### config.mk
export PLATFORM = sky130hd
export DESIGN_NAME = seg_scan
export DESIGN_NICKNAME = d
export VERILOG_FILES = /design/src/rtl/seg_scan.sv
export SDC_FILE = /design/constraint.sdc
export NUM_CORES = 1
export LEC_CHECK = 0
export CAP_MARGIN = 40
export CORE_MARGIN = 3
export CORE_UTILIZATION = 50
export DETAILED_ROUTE_END_ITERATION = 6
export PLACE_DENSITY = 0.86
export SETUP_SLACK_MARGIN = 0.2
export SYNTH_ARGS = -nofsm -noshare
export SYNTH_HDL_FRONTEND = slang
export SYNTH_SLANG_ARGS = --single-unit
### constraint.sdc
create_clock -name clk -period 3.2 [get_ports clk]
set_input_delay 0.48 -clock clk [delete_from_list [all_inputs] [get_ports clk]]
set_output_delay 0.48 -clock clk [all_outputs]
set_load 0.02 [all_outputs]
### src/rtl/seg_scan.sv
// rtl/seg_scan.sv - multiplexed multi-digit seven-segment scanner with frame-synchronous value update
// Optional leading-zero blanking: define SEG_SCAN_LZB_EN.
module seg_scan #(
  parameter int DIGITS   = 4,
  parameter int PRESCALE = 50000,
  parameter int ANODE    = 1
) (
  input  logic                  clk,
  input  logic                  rst_n,
  input  logic                  en,
  input  logic                  hex,
  input  logic [4*DIGITS-1:0]   bcd,
  input  logic [DIGITS-1:0]     dp,
  input  logic                  load,
  output logic [6:0]            segment,
  output logic                  dpout,
  output logic [DIGITS-1:0]     digit,
  output logic                  pending,
  output logic                  frame
);

  localparam int PW = (PRESCALE > 1) ? $clog2(PRESCALE) : 1;
  localparam int IW = (DIGITS > 1) ? $clog2(DIGITS) : 1;
  localparam logic [PW-1:0] PRE_LAST = PW'(PRESCALE - 1);
  localparam logic [IW-1:0] IDX_LAST = IW'(DIGITS - 1);
  localparam logic          POL      = (ANODE != 0);

  logic [PW-1:0]         presc_q, presc_d;
  logic [IW-1:0]         idx_q, idx_d;
  logic [4*DIGITS-1:0]   staged_bcd_q, staged_bcd_d;
  logic [DIGITS-1:0]     staged_dp_q, staged_dp_d;
  logic [4*DIGITS-1:0]   shadow_bcd_q, shadow_bcd_d;
  logic [DIGITS-1:0]     shadow_dp_q, shadow_dp_d;
  logic                  pending_q, pending_d;
  logic                  frame_q, frame_d;
  logic [6:0]            segment_q, segment_d;
  logic                  dpout_q, dpout_d;
  logic [DIGITS-1:0]     digit_q, digit_d;

  logic                  slot_end;
  logic                  wrap;
  logic [3:0]            code;
  logic [6:0]            seg_act;
  logic                  dp_act;
  logic [DIGITS-1:0]     digit_act;

  function automatic logic [6:0] glyph(input logic [3:0] c, input logic hex_en);
    logic [6:0] g;
    case (c)
      4'h0: g = 7'b0111111;
      4'h1: g = 7'b0000110;
      4'h2: g = 7'b1011011;
      4'h3: g = 7'b1001111;
      4'h4: g = 7'b1100110;
      4'h5: g = 7'b1101101;
      4'h6: g = 7'b1111101;
      4'h7: g = 7'b0000111;
      4'h8: g = 7'b1111111;
      4'h9: g = 7'b1101111;
      4'hA: g = 7'b1110111;
      4'hB: g = 7'b1111100;
      4'hC: g = 7'b0111001;
      4'hD: g = 7'b1011110;
      4'hE: g = 7'b1111001;
      default: g = 7'b1110001;
    endcase
    if (!hex_en && c > 4'h9) g = 7'b0000000;
    return g;
  endfunction

`ifdef SEG_SCAN_LZB_EN
  // A non-zero position is blank when it and every more significant code are zero.
  function automatic logic lz_blank(input logic [4*DIGITS-1:0] codes, input logic [IW-1:0] pos);
    logic upper_zero;
    upper_zero = 1'b1;
    for (int i = 0; i < DIGITS; i++) begin
      if (i >= int'(pos) && codes[4*i +: 4] != 4'h0) upper_zero = 1'b0;
    end
    return (pos != '0) && upper_zero;
  endfunction
`endif

  always_comb begin
    presc_d      = presc_q;
    idx_d        = idx_q;
    staged_bcd_d = staged_bcd_q;
    staged_dp_d  = staged_dp_q;
    shadow_bcd_d = shadow_bcd_q;
    shadow_dp_d  = shadow_dp_q;
    pending_d    = pending_q;
    slot_end     = en && (presc_q == PRE_LAST);
    wrap         = slot_end && (idx_q == IDX_LAST);
    frame_d      = wrap;

    if (slot_end) begin
      presc_d = '0;
      idx_d   = wrap ? '0 : idx_q + 1'b1;
    end else if (en) begin
      presc_d = presc_q + 1'b1;
    end

    if (load) begin
      staged_bcd_d = bcd;
      staged_dp_d  = dp;
      pending_d    = 1'b1;
    end

    // A load coinciding with the boundary bypasses staging so it shows this frame.
    if (wrap && (pending_q || load)) begin
      shadow_bcd_d = load ? bcd : staged_bcd_q;
      shadow_dp_d  = load ? dp  : staged_dp_q;
      pending_d    = 1'b0;
    end

    code      = shadow_bcd_d[{idx_d, 2'b00} +: 4];
    seg_act   = glyph(code, hex);
`ifdef SEG_SCAN_LZB_EN
    if (lz_blank(shadow_bcd_d, idx_d)) seg_act = 7'b0000000;
`endif
    dp_act    = shadow_dp_d[idx_d];
    digit_act = DIGITS'(1) << idx_d;
    if (!en) begin
      seg_act   = 7'b0000000;
      dp_act    = 1'b0;
      digit_act = '0;
    end

    segment_d = seg_act ^ {7{POL}};
    dpout_d   = dp_act ^ POL;
    digit_d   = digit_act ^ {DIGITS{POL}};
  end

  always_ff @(posedge clk) begin
    if (!rst_n) begin
      presc_q      <= '0;
      idx_q        <= '0;
      staged_bcd_q <= '0;
      staged_dp_q  <= '0;
      shadow_bcd_q <= '0;
      shadow_dp_q  <= '0;
      pending_q    <= 1'b0;
      frame_q      <= 1'b0;
      segment_q    <= {7{POL}};
      dpout_q      <= POL;
      digit_q      <= {DIGITS{POL}};
    end else begin
      presc_q      <= presc_d;
      idx_q        <= idx_d;
      staged_bcd_q <= staged_bcd_d;
      staged_dp_q  <= staged_dp_d;
      shadow_bcd_q <= shadow_bcd_d;
      shadow_dp_q  <= shadow_dp_d;
      pending_q    <= pending_d;
      frame_q      <= frame_d;
      segment_q    <= segment_d;
      dpout_q      <= dpout_d;
      digit_q      <= digit_d;
    end
  end

  assign segment = segment_q;
  assign dpout   = dpout_q;
  assign digit   = digit_q;
  assign pending = pending_q;
  assign frame   = frame_q;

endmodule
==> impl_metrics.ini <==
[flow_run]
cap_violations = 0

[global_route]
leftover_overflow_at_the_end_of_global_routing = 0
largest_net_degree_at_the_start_of_global_routing = 32
vias_in_the_first_global_route = 2708
initial_antenna_violation_count = 0
grtUsageTotal_pct = 20.3
grt_first_pass_wirelength_mm = 12.4

[setup_path]
ff2ff_setup_slack_ns = 0.39
r2r.worst_path.cells = 10
cpPeakStageDelay_ns = 0.51
cp-start-kind = input pin
worstPathCellList = clkdlybuf4s50_1 > o21ai_1 > buf_4 > nor3_1 > o22ai_1 > and4_1 > inv_1 > ha_1 > nor2_1 > nor2_2 > o31a_4 > o311ai_2
reg_to_reg_startpoint = presc_q[8]
timing.critical_path.required_ns = 3.46
crit_fanout = 9
worstPathArrival_ns = 3.12
slowest_cell_on_the_critical_path = sky130_fd_sc_hd__o21ai_1
cp_top_family = compound AO/OA/AOI/OAI gates
worstSetupEndpointType = flip-flop
timing.rr.end = segment[2]
crit_buf_inv = 3
setup.worst_path.class = input pin to flip-flop

[route]
drc = 0
met1_length_mm = 3.33
met3WireLength_um = 314
routed_wl_mm = 7.44
route.met2.wl_mm = 3.61
post_detailed_route_count_of_antenna_violating_nets = 0
drtIter0Drc = 168
post_drt_wl_per_cell_um = 15.3
detail_route.vias_per_cell = 5.62
drtPass1Iterations = 5
vias = 2737
routed.top_layer = met4

[placed_design]
count_of_input_and_output_buffers = 38
detailed_place.area_mm2 = 0.00397
gp_routability_congestion = 0.943
dp_hpwl_mm = 5.49

[pwr]
power_switching_uw = 388
seq_power_share_pct = 52.2
share_comb_of_total_power_pct = 6.9
powerDensity_mw_per_mm2 = 423
p_total_uw = 1780
power.clock.fraction_pct = 40.9
cellInternalPower_uw = 1390
netSwitchingFraction_pct = 21.8
power.ir.vdd_worst_v = 0.000320
p_leak_uw = 0.00161

[logic_synthesis]
syn_area_mm2 = 0.00345
synth-edff-count = 0
synth-async-reset-ratio_pct = 0
yosysWarningCount = 0
ys_seq_elements = 72
number_of_library_cell_types_mapped_by_synthesis = 49
syn_avg_cell_area_um2 = 9.82
synth_fp_nets = 384
synth_area_leaders = sky130_fd_sc_hd__dfxtp_1, sky130_fd_sc_hd__mux2i_1, sky130_fd_sc_hd__nor2b_1
yosysMostFrequentCell = sky130_fd_sc_hd__dfxtp_1
yosysTopAreaCellShare_pct = 41.8
synthCells = 351
synth_top_cell_by_area = sky130_fd_sc_hd__dfxtp_1
synth_top_cells_by_count = sky130_fd_sc_hd__dfxtp_1, sky130_fd_sc_hd__nor2_1, sky130_fd_sc_hd__nor2b_1, sky130_fd_sc_hd__mux2i_1, sky130_fd_sc_hd__nand2_1
synth_top_flop_cell = sky130_fd_sc_hd__dfxtp_1
synth-seq-area-share_pct = 41.8

[sta]
period_needed_ns = 2.86
slew_viol_final = 0
layout_worst_path_cycle_share_pct = 89.3
final_setup_violation_count = 0
hold_violations = 0
worstMarginPinSlew_ns = 0.681
relSlewSlack_pct = 54.4
rsz0062_at_grt = no
clock-skew-final_ns = 0.0106
fmax_mhz = 350

[layout]
filler_cell_count = 520
finish.net_count = 438
layout.cell_area.non_filler_mm2 = 0.00420
drive_above_1_share_pct = 16.6
diodes = 0
syn2layout_area_growth_pct = 21.8

[clock_network]
clk-insertion-delay-late_ns = 0.35
clkTransAtPathRegs_ns = 0.07
clock_tree.root_cell = sky130_fd_sc_hd__clkbuf_8
clock_tree_from_tritoncts = done
ctsLongestPathBuffers = 2
cts-htree-levels = 3
cts_buffers = 9
cts.sink_count = 72
post_cts.repair.setup_buffers = 0

[min_path]
timing.hold.worst_path_depth = 2
worst_hold_path_type = flip-flop to flip-flop
min_delay_worst_endpoint = shadow_dp_q[3]
hold_path.startpoint = shadow_dp_q[3]

[floorplanning]
coreArea_mm2 = 0.00653
ioPinCount = 39
initial_utilization_pct = 52.8
dieWidth_um = 89.0
fp.dieH_um = 89.0
die_area_mm2 = 0.00793
fp-row-count = 29

[run_status]
status = finished clean
## state kept, by name, summed over array words and instances, names as in the netlist
signal / count
pending: 1
frame: 1
segment: 7
presc_q: 16
shadow_dp_q: 4
idx_q: 2
digit: 4
shadow_bcd_q: 16
staged_bcd_q: 16
dpout: 1
staged_dp_q: 4
## per-stage QoR
step	setup WS, ns	util [%]	TNS (ns)	std cells	hold WS, ns
global placement	0.0953	60.8	0	471	0.482
CTS	0.241	63.9	0	487	0.517
floorplan	0.258	-	0	351	0.468
global route	0.204	64.3	0	487	0.537
detailed placement	-0.0106	60.8	-0.0106	471	0.498
finish	0.342	64.3	0	487	0.512
## what timing repair did
item / CTS / global route
hold buffers: 0 / 0
setup endpoints to repair: 0 / 7
resized for setup: 0 / 10
## kinds of logic (layout without fill, tap and decap cells)
kind of cell,after synthesis,in the layout,share of synthesized area (%)
xor+xnor,15,15,3.81
flops,72,72,41.8
compound gates,75,75,15.9
fa+ha+maj,8,8,2.90
simple gates,129,129,22.8
buf+inv,28,87,5.88
mux,24,24,6.97
## final cells by class
class	instances	area (um^2)	share of cell area (%)
timing repair buffer	65	608	14.5
clock inverter	3	40.0	0.954
inverter	6	22.5	0.537
clock buffer	13	159	3.79
sequential	72	1440	34.4
multi-input combinational	251	1830	43.5
tap	77	96.3	2.30
## layout by cell type, fill, tap and decap left out, types with 2 or more instances in the layout
cell	Yosys	routed
sky130_fd_sc_hd__dfxtp_2	0	2
sky130_fd_sc_hd__buf_4	1	25
sky130_fd_sc_hd__a22oi_1	2	2
sky130_fd_sc_hd__xor2_1	11	11
sky130_fd_sc_hd__nor4bb_1	2	2
sky130_fd_sc_hd__mux2i_1	24	24
sky130_fd_sc_hd__nor2_1	31	31
sky130_fd_sc_hd__nand2_1	17	17
sky130_fd_sc_hd__nand4_1	4	4
sky130_fd_sc_hd__and3_1	4	3
sky130_fd_sc_hd__clkdlybuf4s50_1	0	38
sky130_fd_sc_hd__buf_12	0	2
sky130_fd_sc_hd__nand3_1	7	7
sky130_fd_sc_hd__o21ai_0	15	14
sky130_fd_sc_hd__nor2b_1	26	26
sky130_fd_sc_hd__a21oi_1	8	8
sky130_fd_sc_hd__and4_4	0	2
sky130_fd_sc_hd__clkbuf_8	2	11
sky130_fd_sc_hd__or3_1	7	7
sky130_fd_sc_hd__o211ai_2	6	6
sky130_fd_sc_hd__o21a_1	8	8
sky130_fd_sc_hd__inv_1	6	6
sky130_fd_sc_hd__clkbuf_1	7	2
sky130_fd_sc_hd__ha_1	8	8
sky130_fd_sc_hd__dfxtp_1	72	70
sky130_fd_sc_hd__o211ai_1	5	5
sky130_fd_sc_hd__o22ai_1	9	9
sky130_fd_sc_hd__a21boi_0	16	16
sky130_fd_sc_hd__nor3_1	13	11
sky130_fd_sc_hd__nor3_2	1	3
sky130_fd_sc_hd__o21ai_1	1	2
sky130_fd_sc_hd__nor4b_4	2	2
sky130_fd_sc_hd__and4_1	4	3
sky130_fd_sc_hd__clkinv_2	0	2
sky130_fd_sc_hd__xnor2_1	4	4
## how the worst max path moves through the flow
stage / start / end / slack, ns / cells after the start
after floorplan: load / segment[2] / 0.26 / 14
after global placement: en / segment[2] / 0.1 / 12
after detailed placement: en / segment[2] / -0.01 / 13
after CTS: idx_q[0] / segment[2] / 0.24 / 11
after global routing: load / segment[3] / 0.20 / 12
final: load / segment[2] / 0.34 / 12
## worst min-delay path, stage by stage (launching register included)
cell and delay, ns:
sky130_fd_sc_hd__dfxtp_1 0.31, sky130_fd_sc_hd__a21oi_1 0.07, sky130_fd_sc_hd__nor2b_1 0.09
## power groups by stage
stage          clock, uW  sequential, uW  combinational, uW
6_report             727             927                122
5_1_grt              780             929                133
4_1_cts              741             927                123
3_5_place_dp           0             947                122
3_3_place_gp           0             947                119
2_1_floorplan          0             953               58.8
## layer usage
| metal | vias up | global-route usage (%) |
|---|---|---|
| li1 | 1352 | - |
| met1 | 1296 | 24.7 |
| met2 | 70 | 33.1 |
| met3 | 19 | 6.64 |
| met4 | 0 | 8.53 |
| met5 | - | 0 |
Note: power is estimated with default switching activity, not from simulation.
==> variant 1, RTL diff (config.mk and constraints unchanged) <==
`staged_bcd_q` and `staged_dp_q` no longer have a reset.
--- a/src/rtl/seg_scan.sv
+++ b/src/rtl/seg_scan.sv
@@ -136,4 +136,2 @@
       idx_q        <= '0;
-      staged_bcd_q <= '0;
-      staged_dp_q  <= '0;
       shadow_bcd_q <= '0;
@@ -148,4 +146,2 @@
       idx_q        <= idx_d;
-      staged_bcd_q <= staged_bcd_d;
-      staged_dp_q  <= staged_dp_d;
       shadow_bcd_q <= shadow_bcd_d;
@@ -160,2 +156,7 @@
 
+  always_ff @(posedge clk) begin
+    staged_bcd_q <= staged_bcd_d;
+    staged_dp_q  <= staged_dp_d;
+  end
+
   assign segment = segment_q;
Check against the original RTL: same outputs for any inputs over 10 cycles, from zero or initial values and one cycle with rst_n low; that may be too few to reach the edited logic, so the function may still have changed.
==> variant 1 against the original RTL <==
The flow now finishes with violations (negative setup slack). Sequential cell count did not move. Setup slack lost 480 ps. Critical path type is now register to register. Area after synthesis decreased by 8.0%. Design area rose by 4.1%. Final cell count decreased by 3.3%. Hold slack got worse by 51 ps. Die area fell by 7.5%. Wire length is 4.9% higher. Power is 8.3% higher.
==> variant 1: results (changes against the original RTL) <==
outcome=finished, violations left; failing checks=negative setup slack; WL final=7800 microns (+4.9%); cell-internal power=1.52 mW (+9.4%); share of layout cells above drive strength 1=0.336 (+0.170); GPL Wtd Cong=0.838 (-11%); Clock Skew=11.6 ps (+0.916 ps); Initial DRC Count=288 (+71%); I/O Buffers=38 (unchanged); crit path from=presc_q[10]; drt first pass iters=5 (unchanged); post-synth net total=336 (-13%); via count of the first global-routing pass=2,583 (-4.6%); Max FO, Critical Path=7 (-2); worst vdd ir=0.409 mV (+28%); largest net degree at the start of global routing=30 (-6.3%); crit-path max cell delay=590 ps (+80 ps); Seq/Total Area, Yosys=0.455 (+0.0365); Setup violations, final=7 (+7); clock root cell=clkbuf_8; first-pass GRT wire length=11,600 microns (-6.5%); Synth top cells by count=dfxtp_1, nor2_1, mux2i_1; Max stage delay cell, worst path=or4_4; Synth area leaders=dfxtp_1, mux2i_1, mux2_2; DR vias/cell=5.51 (-1.9%); Layout Nets=424 (-3.2%); Inserted Diodes=0 (unchanged); initial antenna violation count=0 (unchanged); Data arrival, critical path=3580 ps (+460 ps); gr usage total=0.203 (-0.000670); Worst-path clk slew=about 80 ps; Final WS setup=-140 ps (-482 ps); Cell Area, Placed=3940 sq um (-0.76%); Cell variety after synth=60 (+22%); later-pin clock latency in the skew report=about 360 ps; HPWL Detailed=4950 microns (-9.7%); Leak Pwr=1.75 nW (+8.6%); Slew headroom=0.654 (+0.109); min-delay src=staged_dp_q[3]
==> variant 1: power groups by stage <==
stage	logic, mW	registers, mW	clock network (mW)
6_report	0.128	0.940	0.855
5_1_grt	0.140	0.943	0.899
4_1_cts	0.126	0.941	0.862
3_5_place_dp	0.124	0.961	0
3_3_place_gp	0.121	0.959	0
2_1_floorplan	0.0604	0.965	0
==> variant 1: path summary, 6_finish.rpt <==
kind	endpoint	slack [ps]	depth (start not counted)
setup / recovery	segment[6]	-140	11
hold / removal	staged_dp_q[3]	460	2
setup reg to reg	segment[6]	-140	11
hold reg to reg	staged_dp_q[3]	460	2
==> variant 1: cell type report <==
| class | count | area (sq um) |
|---|---|---|
| clock buffer | 10 | 128 |
| clock inverter | 6 | 108 |
| sequential | 72 | 1450 |
| inverter | 7 | 26.3 |
| timing repair buffer | 89 | 783 |
| fill | 419 | 1650 |
| tap | 75 | 93.8 |
| multi-input combinational | 212 | 1790 |
==> variant 1: per-layer routing <==
| metal | track usage | routed length, microns | up-vias |
|---|---|---|---|
| met5 | 0 | 0 | - |
| met4 | 0.0921 | 203 | 0 |
| met3 | 0.0605 | 530 | 29 |
| met2 | 0.358 | 4030 | 111 |
| met1 | 0.223 | 3040 | 1212 |
| li1 | - | - | 1245 |
==> variant 1: through the flow <==
| step | instances | util | setup TNS, ps | setup WS, ps |
|---|---|---|---|---|
| after global placement | 450 | 0.654 | -1860 | -271 |
| after global routing | 471 | 0.725 | -1570 | -231 |
| after CTS | 467 | 0.701 | -273 | -49.1 |
| after detailed placement | 450 | 0.654 | -2490 | -380 |
| after floorplan | 303 | - | -887 | -133 |
| final | 471 | 0.725 | -943 | -140 |
==> variant 1: cells by family after synthesis <==
kind of cell               count (synthesis)  share of synthesized area
and+or+nand+nor                          107                      0.182
buffers and inverters                     20                     0.0403
DFF                                       72                      0.455
muxes                                     39                      0.134
adders and majority gates                  8                     0.0316
xor gates and xnor gates                  14                     0.0387
AOI/OAI and AO/OA                         43                      0.119
==> variant 1: worst max-delay path: cells and delay by family, from the launching register on <==
kind	cells	cell delay (ps)
AO/OA/AOI/OAI	4	660
flip-flops	1	320
multiplexers	1	270
AND/OR/NAND/NOR	5	1770
adder cells (fa/ha/maj)	1	200
==> variant 1: what timing repair did <==
action / CTS / global route
hold endpoints to repair: 0 / 0
buffers inserted: 1 / 3
cloned: 0 / 1
endpoints found under the setup margin: 7 / 7
pin swaps: 1 / 5
resized for setup: 9 / 23
==> variant 2, RTL diff (config.mk and constraints unchanged) <==
Made on the original files. The parameter `PRESCALE` goes from 50000 to 100000.
--- a/src/rtl/seg_scan.sv
+++ b/src/rtl/seg_scan.sv
@@ -4,3 +4,3 @@
   parameter int DIGITS   = 4,
-  parameter int PRESCALE = 50000,
+  parameter int PRESCALE = 100000,
   parameter int ANODE    = 1
Formal check against the unedited RTL: same outputs for any inputs over 10 cycles, from zero or initial values and one cycle with rst_n low; that may be too few to reach the edited logic, so the function may still have changed.
==> variant 2 against the original RTL <==
Design area up 0.77%. Clock power about the same. Sequential cell count up 1. Via count down 0.62%. Final cell count unchanged. Wire length up 2.5%. Non-clock buffer count up 6. Area after synthesis down 4.8%. Clock skew down 2.3 ps. Setup slack worse by 110 ps. Sequential power up 1%. Power up 0.72%. Count of clock-buffer cells in the layout down 2.
==> variant 2: results (changes against the original RTL) <==
multiplexer area fraction after synthesis=0.0934 (+0.0237); Least-Margin Pin Slew=474 ps (-207 ps); r2r endpoint=segment[6]; min-delay src=staged_bcd_q[2]; Synth top cells by count=dfxtp_1, nor2_1, mux2i_1; xor/xnor cell area share of the yosys netlist=0.0427 (+0.00459); top flop regs=presc_q x17, shadow_bcd_q x16, staged_bcd_q x16; register area=1460 sq um (+1.4%); via count of the first global-routing pass=2,574 (-4.9%); clock buf count=11 (-2); Non-clk bufs=71 (+9.2%); Initial DRC Count=221 (+32%); #MultiIn Comb=246 (-2.0%); share of layout cells above drive strength 1=0.209 (+0.0429); outcome=finished, final reports clean; Synth area leaders=dfxtp_1, mux2i_1, nor2b_1; Layout fillers=451 (-13%); Fin Hold WS=512 ps (-0.383 ps); Seq/Total Area, Yosys=0.445 (+0.0271); worst vdd ir=0.387 mV (+21%); Cell Area, Placed=3880 sq um (-2.3%); FF-to-FF setup slack=290 ps (-100 ps); area delta synth->final=28.9%; DR vias/cell=5.59 (-0.62%); Max stage delay cell, worst path=clkdlybuf4s50_1; drt first pass iters=4 (-1); Yosys reg bits=73 (+1.4%); Seq power=0.939 mW (+1%); reg-to-reg critical path startpoint=presc_q[1]; Data arrival, critical path=3190 ps (+70 ps)
## variant 2: routing by layer
metal / track usage / vias up / wire length, microns
li1: - / 1330 / -
met1: 0.263 / 1285 / 3300
met2: 0.334 / 88 / 3700
met3: 0.0369 / 17 / 503
met4: 0.0992 / 0 / 124
met5: 0 / - / 0
## variant 2: worst max-delay path by stage
stage / to / slack (ps) / from
2_1_floorplan: segment[1] / 210 / load
4_1_cts: segment[1] / 210 / en
3_3_place_gp: segment[4] / -20 / en
6_report: segment[6] / 230 / en
3_5_place_dp: segment[1] / -160 / en
5_1_grt: segment[6] / 130 / en
## variant 2: what timing repair did
item                       4_1_cts  5_1_grt
setup endpoints to repair        0        7
gates resized for setup          0       29
setup buffers                    0        5
## variant 2: worst reg2reg max path, cell delays in order (launching register included)
cell and delay, ps:
dfxtp_1 360, ha_2 190, and4_4 280, o2111ai_4 150
or2_4 350, mux2i_1 220, o22ai_1 110, a221o_1 350
inv_2 130, ha_4 150, o21ai_2 70, a21boi_4 280
o221ai_1 150
